==> src/rtl/z80_bus_decoder.sv <==
// Z80 bus cycle recorder. Classifies each strobe cycle, measures its length and wait states,
// and queues one record per cycle in a 4-entry FIFO.

// sync_fifo: generic synchronous FIFO. DEPTH must be a power of two.
// Latency: a push is visible on out_* after the edge that writes it.
// Backpressure: in_rdy is low only when full and no pop on the same edge.
module sync_fifo #(
    parameter int W     = 8,
    parameter int DEPTH = 4
) (
    input  logic         clk,
    input  logic         rst,
    input  logic         in_vld,
    output logic         in_rdy,
    input  logic [W-1:0] in_dat,
    output logic         out_vld,
    input  logic         out_rdy,
    output logic [W-1:0] out_dat
);
    localparam int AW = $clog2(DEPTH);
    localparam logic [AW:0] FULL_CNT = (AW+1)'(DEPTH);

    logic [W-1:0]  mem [DEPTH];
    logic [AW-1:0] wr_ptr;
    logic [AW-1:0] rd_ptr;
    logic [AW:0]   count;
    logic          do_push;
    logic          do_pop;

    assign out_vld = (count != '0);
    assign in_rdy  = (count != FULL_CNT) || out_rdy;
    assign out_dat = mem[rd_ptr];
    assign do_pop  = out_vld && out_rdy;
    assign do_push = in_vld && in_rdy;

    always_ff @(posedge clk) begin
        if (rst) begin
            wr_ptr <= '0;
            rd_ptr <= '0;
            count  <= '0;
            for (int i = 0; i < DEPTH; i++) begin
                mem[i] <= '0;
            end
        end else begin
            if (do_push) begin
                mem[wr_ptr] <= in_dat;
                wr_ptr      <= wr_ptr + AW'(1);
            end
            if (do_pop) begin
                rd_ptr <= rd_ptr + AW'(1);
            end
            case ({do_push, do_pop})
                2'b10:   count <= count + (AW+1)'(1);
                2'b01:   count <= count - (AW+1)'(1);
                default: count <= count;
            endcase
        end
    end
endmodule

// z80_bus_decoder: records one entry per Z80 memory/IO strobe cycle.
// Latency: record becomes REC_VALID one edge after the strobe is first sampled high.
// Backpressure: REC_READY pops the head; pushes into a full FIFO are dropped and flag OVF.
module z80_bus_decoder (
    input  logic        B_PHI,
    input  logic        RST,
    input  logic        BMREQ_N,
    input  logic        IORQ_N,
    input  logic        BRD_N,
    input  logic        N_BWR,
    input  logic        BM1_N,
    input  logic        BRFSH_N,
    input  logic        WAIT_N,
    input  logic        DMA_N,
    input  logic        BA15,
    input  logic        BA14,
    input  logic        BA13,
    input  logic        BA7,
    input  logic        BA6,
    input  logic        BD0,
    input  logic        BD1,
    input  logic        BD2,
    input  logic        BD3,
    input  logic        REC_READY,
    output logic        REC_VALID,
    output logic [2:0]  REC_TYPE,
    output logic [4:0]  REC_ADDR,
    output logic [3:0]  REC_DATA,
    output logic        REC_DMA,
    output logic        REC_TMO,
    output logic [7:0]  REC_LEN,
    output logic [3:0]  REC_WAITS,
    output logic        OVF,
    output logic [15:0] CYC_CNT
);
    typedef struct packed {
        logic [2:0] typ;
        logic [4:0] addr;
        logic [3:0] dat;
        logic       dma;
        logic       tmo;
        logic [7:0] len;
        logic [3:0] waits;
    } rec_t;

    typedef enum logic [1:0] {IDLE, ACTIVE, PUSH} state_t;

    state_t     state_q, state_d;
    rec_t       cur_q, cur_d;
    rec_t       cap;
    rec_t       head;
    logic [2:0] cap_type;
    logic       strobe;
    logic       prev_strobe;
    logic       armed;
    logic       start;
    logic       push_vld;
    logic       push_rdy;

    assign strobe = BMREQ_N & IORQ_N;
    // armed stays low after reset until the strobe is seen high, so a cycle
    // already in flight at reset release is never recorded.
    assign start  = !strobe && prev_strobe && armed;

    always_comb begin
        cap_type = 3'd2;
        if (!BMREQ_N) begin
            if (!BRFSH_N)                cap_type = 3'd4;
            else if (!BRD_N && !N_BWR)   cap_type = 3'd0;
            else if (!BM1_N && !BRD_N)   cap_type = 3'd1;
            else if (!BRD_N)             cap_type = 3'd2;
            else if (!N_BWR)             cap_type = 3'd3;
            else                         cap_type = 3'd2;
        end else if (!IORQ_N) begin
            if (!BM1_N)                  cap_type = 3'd7;
            else if (!BRD_N)             cap_type = 3'd5;
            else if (!N_BWR)             cap_type = 3'd6;
            else                         cap_type = 3'd5;
        end
    end

    always_comb begin
        cap.typ   = cap_type;
        cap.addr  = {BA15, BA14, BA13, BA7, BA6};
        cap.dat   = {BD3, BD2, BD1, BD0};
        cap.dma   = !DMA_N;
        cap.tmo   = 1'b0;
        cap.len   = 8'd1;
        cap.waits = {3'b000, !WAIT_N};
    end

    always_comb begin
        state_d  = state_q;
        cur_d    = cur_q;
        push_vld = 1'b0;
        case (state_q)
            IDLE: begin
                if (start) begin
                    state_d = ACTIVE;
                    cur_d   = cap;
                end
            end
            ACTIVE: begin
                if (strobe) begin
                    state_d = PUSH;
                end else if (cur_q.len == 8'hFF) begin
                    cur_d.tmo = 1'b1;
                    state_d   = PUSH;
                end else begin
                    cur_d.len = cur_q.len + 8'd1;
                    if (!WAIT_N && cur_q.waits != 4'hF) begin
                        cur_d.waits = cur_q.waits + 4'd1;
                    end
                end
            end
            PUSH: begin
                push_vld = 1'b1;
                if (start) begin
                    state_d = ACTIVE;
                    cur_d   = cap;
                end else begin
                    state_d = IDLE;
                end
            end
            default: state_d = IDLE;
        endcase
    end

    always_ff @(posedge B_PHI) begin
        if (RST) begin
            state_q     <= IDLE;
            cur_q       <= '0;
            prev_strobe <= 1'b1;
            armed       <= 1'b0;
            OVF         <= 1'b0;
            CYC_CNT     <= '0;
        end else begin
            state_q     <= state_d;
            cur_q       <= cur_d;
            prev_strobe <= strobe;
            armed       <= armed | strobe;
            if (push_vld && !push_rdy) begin
                OVF <= 1'b1;
            end
            if (push_vld && push_rdy) begin
                CYC_CNT <= CYC_CNT + 16'd1;
            end
        end
    end

    sync_fifo #(
        .W     ($bits(rec_t)),
        .DEPTH (4)
    ) u_fifo (
        .clk     (B_PHI),
        .rst     (RST),
        .in_vld  (push_vld),
        .in_rdy  (push_rdy),
        .in_dat  (cur_q),
        .out_vld (REC_VALID),
        .out_rdy (REC_READY),
        .out_dat (head)
    );

    assign REC_TYPE  = head.typ;
    assign REC_ADDR  = head.addr;
    assign REC_DATA  = head.dat;
    assign REC_DMA   = head.dma;
    assign REC_TMO   = head.tmo;
    assign REC_LEN   = head.len;
    assign REC_WAITS = head.waits;
endmodule

==> config.mk <==
export PLATFORM = sky130hd
export DESIGN_NAME = z80_bus_decoder
export DESIGN_NICKNAME = d
export VERILOG_FILES = /design/src/rtl/z80_bus_decoder.sv
export SDC_FILE = /design/constraint.sdc
export NUM_CORES = 1
export LEC_CHECK = 0
export CAP_MARGIN = 20
export CORE_MARGIN = 2
export CORE_UTILIZATION = 59
export CTS_CLUSTER_SIZE = 8
export DETAILED_ROUTE_END_ITERATION = 10
export HOLD_SLACK_MARGIN = 0.05
export PLACE_DENSITY = 0.92
export SLEW_MARGIN = 15
export SYNTH_ARGS = -nofsm -noshare
export SYNTH_HDL_FRONTEND = slang
export SYNTH_HIERARCHICAL = 1
export SYNTH_SLANG_ARGS = --single-unit
==> constraint.sdc <==
create_clock -name B_PHI -period 8.1 [get_ports B_PHI]
set_input_delay 0.81 -clock B_PHI [delete_from_list [all_inputs] [get_ports B_PHI]]
set_output_delay 0.81 -clock B_PHI [all_outputs]
set_load 0.02 [all_outputs]
# Yosys cells after proc, flatten, opt, wreduce, memory -nomap -nowiden
# Memory sizes are Yosys's and may differ from the RTL's. A register that Yosys moved wholly into a read port is not among the register bits.
# Index checks and enable logic that the tools add are counted.
[op_classes]
n_addsub = 7
n_reduce_logical = 27
mux = 33
eq_ne = 14
bitwise_logic = 2
[op_table]
columns = ["operator", "n"]
rows = [
  ["$mux W13", 2],
  ["$mux W26", 1],
  ["$pmux W13 S2", 1],
  ["$reduce_or A26 Y1", 1],
  ["$mux W2", 11],
  ["$add A16 B1 Y16 const B", 1],
  ["$mux W12", 1],
  ["$mux W1", 11],
  ["$ne A2 B2 Y1 const B", 5],
  ["$mux W3", 3],
  ["$add A8 B1 Y8 const B", 1],
  ["$eq A8 B8 Y1 const B", 1],
  ["$logic_and A1 B1 Y1", 8],
  ["$reduce_and A4 Y1", 2],
  ["$logic_not A1 Y1", 7],
  ["$ne A3 B3 Y1 const B", 2],
  ["$pmux W2 S3", 1],
  ["$pmux W3 S2", 1],
  ["$reduce_and A5 Y1", 1],
  ["$add A2 B1 Y2 const B", 2],
  ["$add A4 B1 Y4 const B", 1],
  ["$eq A2 B1 Y1 const B", 2],
  ["$eq A2 B2 Y1 const B", 2],
  ["$mux W4", 1],
  ["other kinds (12)", 14],
]
[word_totals]
mem_count = 1
wordCells = 99
ram_bits = 104
in_bits = 20
reg_bits = 54
output_inout_bits = 44
[mem_list]
columns = ["name", "words", "word_bits", "rd", "rd_ports_with_merged_regs", "write_ports", "line_no", "rtl"]
rows = [
  ["u_fifo.mem", 4, 26, 1, 1, 4, "23", "logic [W-1:0] mem [DEPTH];"],
]

# Depth between registers and ports, before layout
[depth]
word_depth = 8
mapped_depth = 9
ltp_nobuf = 9

# Hierarchy
# The synthesis kept the hierarchy.
[modules_own_cells]
columns = ["mod", "seq_area_each_um2", "cells_per_inst", "instances", "area_each_um2"]
rows = [
  ["sync_fifo", 3303.2, 302, 1, 5017.3],
  ["z80_bus_decoder", 940.9, 250, 1, 2093.3],
]

# Worst setup path before layout
# No wires, ideal clock.
[synth_path]
path_kind = "input to register"
from = "input port RST"
to = "memory u_fifo/mem[0][0] (netlist bit), enable pin"
stages = 2
arrival_time_ns = 3.069
required_ns = 7.655
setup_time_ns = 0.445
slack_ns = 4.586
n_path_buf = 0
path_cell_list = "or3_1 > o21ai_0"
[synth_rtl]
columns = ["item", "line_no", "rtl"]
rows = [
  ["start: declaration", "66", "input logic RST,"],
  ["end: declaration", "23", ""],
]

# Final worst setup path
[layout_path]
from = "input port REC_READY"
to = "register u_fifo.count[2]"
[layout_between]
elab_chain_cells = 4
elab_cells_between_ends = 7
cone_classes = "2 x eq/ne; 1 x mux; 4 x reduce/logical"
[layout_lines]
columns = ["item", "line_no", "rtl"]
rows = [
  ["start: declaration", "84", "input logic REC_READY,"],
  ["$logic_or A1 B1 Y1 *", "31", "assign in_rdy = (count != FULL_CNT) || out_rdy;"],
  ["named net push_rdy", "118", "logic push_rdy;"],
  ["$logic_and A1 B1 Y1 *", "34", "assign do_push = in_vld && in_rdy;"],
  ["$eq A2 B1 Y1 or $eq A2 B2 Y1 (tied branches)", "52", "case ({do_push, do_pop})"],
  ["$pmux W3 S2 or $reduce_bool A2 Y1 (tied branches)", "n/a", ""],
  ["end signal: assignment", "53", "2'b10: count <= count + (AW+1)'(1);"],
  ["end signal: assignment", "54", "2'b01: count <= count - (AW+1)'(1);"],
  ["end signal: assignment", "55", "default: count <= count;"],
  ["end: declaration", "26", "logic [AW:0] count;"],
]
# Mark *: on every way through the listed nets, which the timed path passes. The rest lies on a longest branch.
# A chain may end at the register's enable or synchronous reset.

==> impl_metrics.py <==
metrics = {
    "clocking": {
        "clock_sinks": 160,
        "cts_tree": "built",
        "worst_skew_pair.late_latency_ns": 0.43,
        "cts.repair.resized": 0,
        "clockRootBuffer": "clkbuf_16",
        "post_cts_buffers": 0,
        "clkTransAtPathRegs_ns": 0.06,
        "cts_hold_buf": 0,
        "htree_num_levels": 4,
        "cts_made_buffers": 17,
        "clock_path_buffers": 2,
    },
    "layout": {
        "multi_input_area_um2": 2689,
        "antenna_cells": 0,
        "drive_gt1_share_pct": 16.08,
        "layout_commonest_cell": "edfxtp_1",
        "area_delta_synth_final_pct": 18.92,
        "design_area_um2": 8456,
        "fill_cells": 794,
        "ff_latch_area_um2": 4245,
        "fin_cells": 775,
        "final_util_pct": 70.99,
        "layout_common_cells": "edfxtp_1 (104), and2_1 (93), clkdlybuf4s50_1 (62)",
        "final_nets": 640,
    },
    "min_path": {
        "min_to": "OVF",
        "hold_path_class": "reg -> reg",
        "holdCritStartpoint": "OVF",
        "whs_path_depth": 2,
    },
    "placed_design": {
        "port-buffer-count": 63,
        "gp_congestion": 0.7671,
        "place_ws_ns": 4.229,
        "dp.cells": 743,
        "dpl_cell_area_um2": 7820,
        "hpwl_mm": 8.570,
    },
    "critical_path": {
        "worstPathArrival_ns": 3.81,
        "rr_worst_depth": 9,
        "cp.required_ns": 8.45,
        "cp_cell_sequence": "clkdlybuf4s50_1, nor4b_4, inv_2, nand2_1, ha_1, inv_1, fa_1, xor2_1, or3_1, a21oi_1",
        "worst-path-max-fanout": 9,
        "cp_slowest_cell": "nor4b_4",
        "crit_family": "simple AND/OR/NAND/NOR gates",
        "startpoint_type": "input port",
        "path_class": "in -> reg",
        "crit_path_end_kind": "flop",
        "r2r_setup_slack_ns": 5.07,
        "cpPeakStageDelay_ns": 0.70,
        "r2r-start": "u_fifo/count[0]",
        "crit_buf_inv": 3,
        "timing.rr.end": "u_fifo/count[2]",
    },
    "timing": {
        "worst_slack_ns": 4.646,
        "tightestPinTransition_ns": 1.072,
        "post-route-period-util_pct": 42.64,
        "rsz0062_at_grt": "false",
        "setup_tns_ns": 0,
        "hold_violations": 0,
        "maxSlewViolCount": 0,
        "maxSlewHeadroom_pct": 28.28,
        "fin_skew_ns": 0.009184,
        "finalSetupViolCount": 0,
        "holdWs_ns": 0.4804,
        "fmax_mhz": 289.5,
        "fin_crit_ns": 3.454,
    },
    "global_route": {
        "grt_start_max_net_pins": 63,
        "grtUsageTotal_pct": 24.15,
        "grt_pass1_vias": 4715,
        "overflow": 0,
        "antenna_found_initial": 0,
        "grt_pass1_wl_mm": 23.37,
    },
    "die": {
        "io_pins": 64,
        "die_x_um": 113.8,
        "core_um2": 11910,
        "std_cell_rows": 40,
        "dieArea_um2": 12950,
        "die_h_um": 113.8,
        "initial_core_util_pct": 59.70,
    },
    "logic_synthesis": {
        "yosysSeqAreaShare_pct": 59.69,
        "syn_area_per_cell_um2": 12.88,
        "ys.flop_type": "edfxtp_1",
        "synthTopCellsByArea": "edfxtp_1 (44%), dfxtp_1 (16%), mux4_2 (8.2%)",
        "syn-num-nets": 577,
        "synth_area_um2": 7111,
        "synth-seq-cells": 160,
        "yosysTopAreaCellShare_pct": 43.92,
        "async_flop_share_pct": 0,
        "synth_top_area_cell": "edfxtp_1",
        "ys_types": 54,
        "synth-edff-count": 104,
        "yosysWarningCount": 6,
        "synthCells": 552,
    },
    "routing": {
        "drt-wirelength-per-cell_um": 18.79,
        "dr.pass1.iters": 5,
        "wl_mm": 14.56,
        "antenna_left": 0,
        "num_vias": 4554,
        "viasPerCell": 5.876,
        "post-route-drc-count": 0,
        "drt-initial-drc-count": 375,
    },
    "pwr": {
        "p_leak_nw": 2.917,
        "p_total_mw": 1.863,
        "ir_drop_v": 0.00009726,
        "power.density_nw_per_um2": 220.3,
    },
    "run": {
        "cap_viol_max_count": 0,
    },
    "outcome": {
        "status": "finished, final reports clean",
    },
}
registers in the layout (all words and copies together), names as in the netlist, named ones only:
name	flops
OVF	1
u_fifo/count	3
prev_strobe	1
cur_q	26
u_fifo/wr_ptr	2
armed	1
CYC_CNT	16
u_fifo/rd_ptr	2
u_fifo/mem	104
state_q	2
synth_stat cells (all sizes together), types with 10 or more instances:
master and n:
and2 107, edfxtp 104, dfxtp 56, nand2 45, nor2 33, a21oi 28, mux4 26, o21ai 14
buf 13, clkbuf 12, nor3 12, nand3 10, xor2 10
worst max-delay path by stage:
stage / startpoint / cells past startpoint / endpoint / slack, ns
finish: REC_READY / 10 / u_fifo/count[2] / 4.65
global route: REC_READY / 10 / u_fifo/count[2] / 4.44
CTS: flop / 2 / REC_TMO / 4.60
detailed placement: REC_READY / 10 / u_fifo/count[2] / 4.23
global placement: REC_READY / 10 / u_fifo/count[2] / 4.42
floorplan: RST / 2 / u_fifo/mem[0][0] / 4.59
cells by family after synthesis:
| family | after synthesis | synth area share, % |
|---|---|---|
| compound gates | 60 | 4.892 |
| flops | 160 | 59.69 |
| simple gates | 247 | 20.82 |
| buf+inv | 34 | 2.851 |
| mux | 28 | 8.552 |
| fa+ha+maj | 5 | 0.9854 |
| xor+xnor | 18 | 2.217 |
tightest hold or removal path, stage by stage, from the launching register on:
cell and delay, ns:
dfxtp_1 0.33, a21oi_1 0.04, nor2_1 0.07
layout make-up:
class / count / share of cell area [%]
timing repair buffer: 69 / 7.931
inverter: 9 / 0.3995
multi-input combinational: 358 / 31.80
sequential: 160 / 50.21
clock inverter: 12 / 1.820
clock buffer: 20 / 5.667
tap: 147 / 2.175
routing by layer:
metal	vias up	wire length, µm	global-route usage, %
met2	159	7526	40.80
met4	0	327	10.49
met3	32	839	6.164
met1	2242	5870	29.66
li1	2121	-	-
met5	-	0	0
power by group:
part           leakage (nW)  switching, mW  internal, mW  total, mW
clock                 0.304          0.320         0.521      0.842
sequential             1.53         0.0186         0.891      0.910
combinational          1.08         0.0590        0.0521      0.111
total                  2.92          0.398          1.46       1.86
Note: power is estimated with default switching activity, not from simulation.
